File: config.mk
export PLATFORM = sky130hd
export DESIGN_NAME = ulpb_rx_buffer
export DESIGN_NICKNAME = d
export VERILOG_FILES = /design/src/rtl/ulpb_rx_buffer.sv
export SDC_FILE = /design/constraint.sdc
export NUM_CORES = 1
export LEC_CHECK = 0
export CORE_MARGIN = 5
export CORE_UTILIZATION = 47
export DETAILED_ROUTE_END_ITERATION = 10
export GPL_ROUTABILITY_DRIVEN = 1
export PLACE_DENSITY = 0.73
export SLEW_MARGIN = 30
export SYNTH_ARGS = -nofsm -noshare
export SYNTH_HDL_FRONTEND = slang
export SYNTH_SLANG_ARGS = --single-unit
File: constraint.sdc
create_clock -name CLK -period 1.9 [get_ports CLK]
set_input_delay 0.19 -clock CLK [delete_from_list [all_inputs] [get_ports CLK]]
set_output_delay 0.19 -clock CLK [all_outputs]
set_load 0.005 [all_outputs]
File: src/rtl/ulpb_rx_buffer.sv
// ulpb_rx_buffer
//   Receive-side message buffer between the ulpb_node receive port and the
//   AHB read path. Completes the node's four-phase REQ_RX/ACK_RX handshake,
//   queues each address/data pair in a DEPTH-entry FIFO and presents the head
//   entry to the bus-side consumer through a valid/pop interface.
//
// Ports
//   CLK, RESET        clock shared with ulpb_node; async active-high reset
//   REQ_RX, ACK_RX    node handshake (ACK_RX held until REQ_RX is seen low)
//   ADDR_IN, DATA_IN  message from the node, sampled on the push edge
//   RD_POP            consumer removes the head entry
//   RD_VALID          FIFO non-empty; RD_ADDR/RD_DATA hold the head entry
//   LEVEL             current entry count, 0..DEPTH
//   RX_INT            level interrupt while messages are pending
//   STALL             node is requesting while the FIFO is full
//
// Optional build macro ULPB_RXBUF_STATS_EN adds
//   RX_COUNT [15:0]   wrapping count of accepted messages
//   RX_COUNT_CLR      synchronous clear of RX_COUNT (wins over a push)

module ulpb_rx_buffer #(
  parameter int DEPTH  = 4,
  parameter int PTR_W  = 2,
  parameter int ADDR_W = 8,
  parameter int DATA_W = 32
) (
  input  logic              CLK,
  input  logic              RESET,
  input  logic              REQ_RX,
  output logic              ACK_RX,
  input  logic [ADDR_W-1:0] ADDR_IN,
  input  logic [DATA_W-1:0] DATA_IN,
  input  logic              RD_POP,
  output logic              RD_VALID,
  output logic [ADDR_W-1:0] RD_ADDR,
  output logic [DATA_W-1:0] RD_DATA,
  output logic [PTR_W:0]    LEVEL,
  output logic              RX_INT,
  output logic              STALL
`ifdef ULPB_RXBUF_STATS_EN
  ,
  output logic [15:0]       RX_COUNT,
  input  logic              RX_COUNT_CLR
`endif
);

  localparam int            ENTRY_W  = ADDR_W + DATA_W;
  localparam logic [PTR_W:0] FULL_CNT = (PTR_W+1)'(DEPTH);
  localparam logic [PTR_W:0] CNT_ONE  = (PTR_W+1)'(1);
  localparam logic [PTR_W-1:0] PTR_ONE = PTR_W'(1);

  typedef enum logic {
    IDLE = 1'b0,
    ACK  = 1'b1
  } state_t;

  state_t             state_q, state_d;
  logic [PTR_W-1:0]   wr_ptr_q, wr_ptr_d;
  logic [PTR_W-1:0]   rd_ptr_q, rd_ptr_d;
  logic [PTR_W:0]     count_q, count_d;
  logic [ENTRY_W-1:0] mem_q [DEPTH];

  logic full;
  logic empty;
  logic push;
  logic pop;

  // Full/empty come from the registered count only, so a pop in the same
  // cycle cannot make room for a push until the following cycle.
  assign full  = (count_q == FULL_CNT);
  assign empty = (count_q == '0);
  assign push  = (state_q == IDLE) && REQ_RX && !full;
  assign pop   = RD_POP && !empty;

  // Handshake FSM: one write per REQ_RX assertion, ACK_RX held until the
  // node withdraws its request.
  always_comb begin
    state_d = state_q;
    STALL   = 1'b0;
    case (state_q)
      IDLE: begin
        if (REQ_RX) begin
          if (full) STALL = 1'b1;
          else      state_d = ACK;
        end
      end
      ACK: begin
        if (!REQ_RX) state_d = IDLE;
      end
      default: state_d = IDLE;
    endcase
  end

  always_comb begin
    wr_ptr_d = wr_ptr_q;
    rd_ptr_d = rd_ptr_q;
    count_d  = count_q;
    if (push) wr_ptr_d = wr_ptr_q + PTR_ONE;
    if (pop)  rd_ptr_d = rd_ptr_q + PTR_ONE;
    case ({push, pop})
      2'b10:   count_d = count_q + CNT_ONE;
      2'b01:   count_d = count_q - CNT_ONE;
      default: count_d = count_q;
    endcase
  end

  always_ff @(posedge CLK or posedge RESET) begin
    if (RESET) begin
      state_q  <= IDLE;
      wr_ptr_q <= '0;
      rd_ptr_q <= '0;
      count_q  <= '0;
    end else begin
      state_q  <= state_d;
      wr_ptr_q <= wr_ptr_d;
      rd_ptr_q <= rd_ptr_d;
      count_q  <= count_d;
    end
  end

  // Storage is deliberately not reset; the count alone defines validity.
  always_ff @(posedge CLK) begin
    if (push) mem_q[wr_ptr_q] <= {ADDR_IN, DATA_IN};
  end

  // ACK_RX is the ACK state bit itself, so it is a clean flop output that
  // drops asynchronously with RESET.
  assign ACK_RX   = (state_q == ACK);
  assign RD_VALID = !empty;
  assign RX_INT   = !empty;
  assign LEVEL    = count_q;
  assign RD_ADDR  = mem_q[rd_ptr_q][ENTRY_W-1:DATA_W];
  assign RD_DATA  = mem_q[rd_ptr_q][DATA_W-1:0];

`ifdef ULPB_RXBUF_STATS_EN
  logic [15:0] rx_count_q, rx_count_d;

  always_comb begin
    rx_count_d = rx_count_q;
    if (RX_COUNT_CLR)  rx_count_d = '0;
    else if (push)     rx_count_d = rx_count_q + 16'd1;
  end

  always_ff @(posedge CLK or posedge RESET) begin
    if (RESET) rx_count_q <= '0;
    else       rx_count_q <= rx_count_d;
  end

  assign RX_COUNT = rx_count_q;
`endif

endmodule

==> run_results.csv <==
group,metric,value,unit
cts,cts_hold_buffers,0,
status,status,"complete, but fails checks",
cts,htreeDepth,4,
setup_path,cpMaxStageDelayCell,"dfrtp_2",
cts,clock_path_buffers,2,
route,dr.pass1.iters,4,
cells_and_area,antenna_cells,0,
synthesis,synth_warnings,0,
route,finalWirelength,11600,um
setup_path,cp_num_cells,6,
synthesis,synth.avg_cell_area,24.8,um^2
synthesis,async_reset_ff_share,4.76,%
synthesis,synth_flop_cell,"edfxtp_1",
setup_path,setup.worst_path.start_class,"register",
setup_path,crit_start,"rd_ptr_q[0]",
global_routing,grt_pass1_vias,3298,
route,wl_per_cell,20.1,um
timing,fmax,0.484,GHz
synthesis,synth_area_leaders,"edfxtp_1 76%, mux4_2 14%, dfrtp_1 3.2%",
setup_path,rr_startpoint,"LEVEL[0]",
synthesis,synth_top_family_by_area,"multiplexers",
synthesis,yosys.area.top_type,"edfxtp_1",
timing,slew_violations,0,
die,die-area,15800,um^2
hold_path,hp-class,"in -> async",
synthesis,synth_xor_area_share,0.833,%
setup_path,ff2ff_setup_slack,10,ps
route,ant_nets,0,
setup_path,critical_path_class,"reg -> out",
setup_path,rr_endpoint,"LEVEL[2]",
timing,whs,42.9,ps
cells_and_area,layout.nets,436,
timing,rsz0062_at_grt,"yes",
setup_path,worst_path_largest_cell_delay,420,ps
cts,cts.reportedPaths.clkPinSlew,60,ps
setup_path,critPathBufInv,5,
global_routing,grt.overflow.total,0,
die,die_w,126,um
die,initial_core_util,47.8,%
route,drc_errors,0,
cells_and_area,final_area,8170,um^2
timing,setup_viol,34,
global_routing,grt_max_degree,29,
cells_and_area,fill_cells,947,
global_routing,grt_pass1_wl,18300,um
timing,clock_skew,9.33,ps
setup_path,required,1710,ps
die,core_area,13200,um^2
flow_run,maxCapViolations,0,
synthesis,synth_edf_count,160,
synthesis,synth_top_area_share,76.2,%
pwr,power_density,1430,nW/um^2
synthesis,synthSimpleGateAreaFrac,0.893,%
pwr,p_leak,2.80,nW
place,post-place-ws,-86.3,ps
status,violations,"setup timing",
cells_and_area,final_layout_size_suffix_gt1_share,37.9,%
route,vias,2973,
cts,clock-sinks,168,
setup_path,endpoint,"RD_DATA[6]",
timing,maxSlewHeadroom,78.1,%
synthesis,yosysUniqueCellTypes,24,
cts,cts_root_buffer,"clkbuf_16",
synthesis,syn_area,6310,um^2
timing,finalWorstSetupSlack,-168,ps
cts,cts_tree,"done",
synthesis,synth_mux_area_share,14.7,%
setup_path,path_cells,"buf_12 -> buf_12 -> buf_12 -> buf_12 -> mux4_2 -> buf_2",
timing,period_minus_slack,2070,ps
die,io_pins,91,
timing,finalHoldViolCount,0,
timing,finalCritPeriodShare,109,%
place,finalWeightedCongestion,0.717,
setup_path,arrival,1880,ps
setup_path,cp_top_family,"buffers and inverters",
synthesis,syn-num-nets,304,
setup_path,r2r_cells,9,
synthesis,ys_seq_area_share,79.3,%
timing,fin_setup_tns,-3950,ps
setup_path,cp_max_fo,5,
place,port_buffers,90,
place,hpwl,6950,um
cells_and_area,area_growth,29.5,%
synthesis,syn_inst,254,
setup_path,endpoint_kind,"output port",
pwr,power.total,0.0117,W
synthesis,synth_compound_area_share,0.516,%
synthesis,yosys.area_share.adder,1.31,%
pwr,ir_drop,0.763,mV
die,die_h,126,um
timing,worstMarginPinSlew,329,ps
global_routing,antenna_found_initial,1,
die,rows,42,
setup_path,cpMostUsedCell,"buf_12",
cts,cts_buffers,17,
place,place_area,7600,um^2
synthesis,ys_ff_latch,168,
cts,clock_latency,420,ps
route,via_per_inst,5.18,
route,drtIter0Drc,204,
global_routing,grtUsageTotal,15.6,%
## repair_timing
action                     in CTS  in global routing
gates cloned                    4                  0
gates resized for setup       176                  6
setup endpoints to repair      44                 41
pin swaps                       2                  5
buffers inserted               11                  4
## report_power, final
part / internal, W / switching (W)
clock: 0.00177 / 0.00128
combinational: 0.00226 / 0.00160
sequential: 0.00459 / 0.000186
total: 0.00862 / 0.00306
## cell usage in the layout, fill, tap and decap left out, types with 2 or more instances in the layout
master           instances
clkinv_1                 3
clkdlybuf4s50_1         47
buf_16                   3
clkinvlp_4               3
xnor2_1                  3
edfxtp_1               160
nand2_1                  2
dfrtp_2                  2
clkinv_2                 4
clkbuf_1                 3
mux4_2                  40
clkbuf_16               17
buf_12                  17
inv_1                    6
xor2_1                   3
and2_2                   4
ha_1                     4
buf_2                   40
dfrtp_1                  6
nor2_1                   2
dlygate4sd2_1            3
buf_4                   13
## worst reg2reg max path: stages (launching register included)
cell,delay [ps]
dfrtp_1,400
buf_4,160
o31a_1,300
ha_2,190
buf_4,130
buf_4,120
buf_4,120
xor2_1,150
nor2_1,110
xor2_1,150
## final cells by class
type	count	area, um^2	area share, %
well taps	176	220	2.70
multi-input cells	68	1160	14.2
clock buffers	20	437	5.35
repair buffers	124	1230	15.0
flip-flops and latches	168	5010	61.3
inverters	7	26.3	0.322
clock inverters	11	83.8	1.03
## stage by stage
stage / instances / util (%)
final: 574 / 61.9
after global routing: 574 / 61.9
after floorplan: 254 / -
after detailed placement: 527 / 57.6
after global placement: 527 / 57.6
after CTS: 572 / 61.8
## cell usage after synthesis, types with 2 or more instances
library cell and n:
and2_1 4, buf_12 4, buf_2 4, dfrtp_1 8
edfxtp_1 160, ha_1 5, inv_1 7, mux4_1 2
mux4_2 38, nand2_1 2, nor2_1 3, xnor2_1 3
xor2_1 3
## flip-flops by register name, summed over array words and instances, names as in the netlist
name	flops
mem_q	160
wr_ptr_q	2
rd_ptr_q	2
LEVEL	3
ACK_RX	1
## worst min-delay path by stage
stage | cells past startpoint | end
5_1_grt | 2 | ACK_RX
4_1_cts | 2 | ACK_RX
3_3_place_gp | 2 | ACK_RX
2_1_floorplan | 1 | ACK_RX
6_report | 2 | ACK_RX
3_5_place_dp | 2 | ACK_RX
## routing by layer
layer	track usage [%]	vias up	wire [um]	share of wire [%]
li1	-	1321	-	-
met1	19.9	1548	4890	42
met2	25.0	84	5850	51
met3	5.42	18	576	5.0
met4	6.18	2	228	2.0
met5	0	-	13	0.11
## kinds of logic (layout without fill, tap and decap cells)
kind of cell,Yosys count,count (layout)
compound gates,3,3
xor+xnor,6,6
fa+ha+maj,6,6
buf+inv,18,162
flops,168,168
mux,42,42
simple gates,11,11
(Power assumes the default switching activity.)
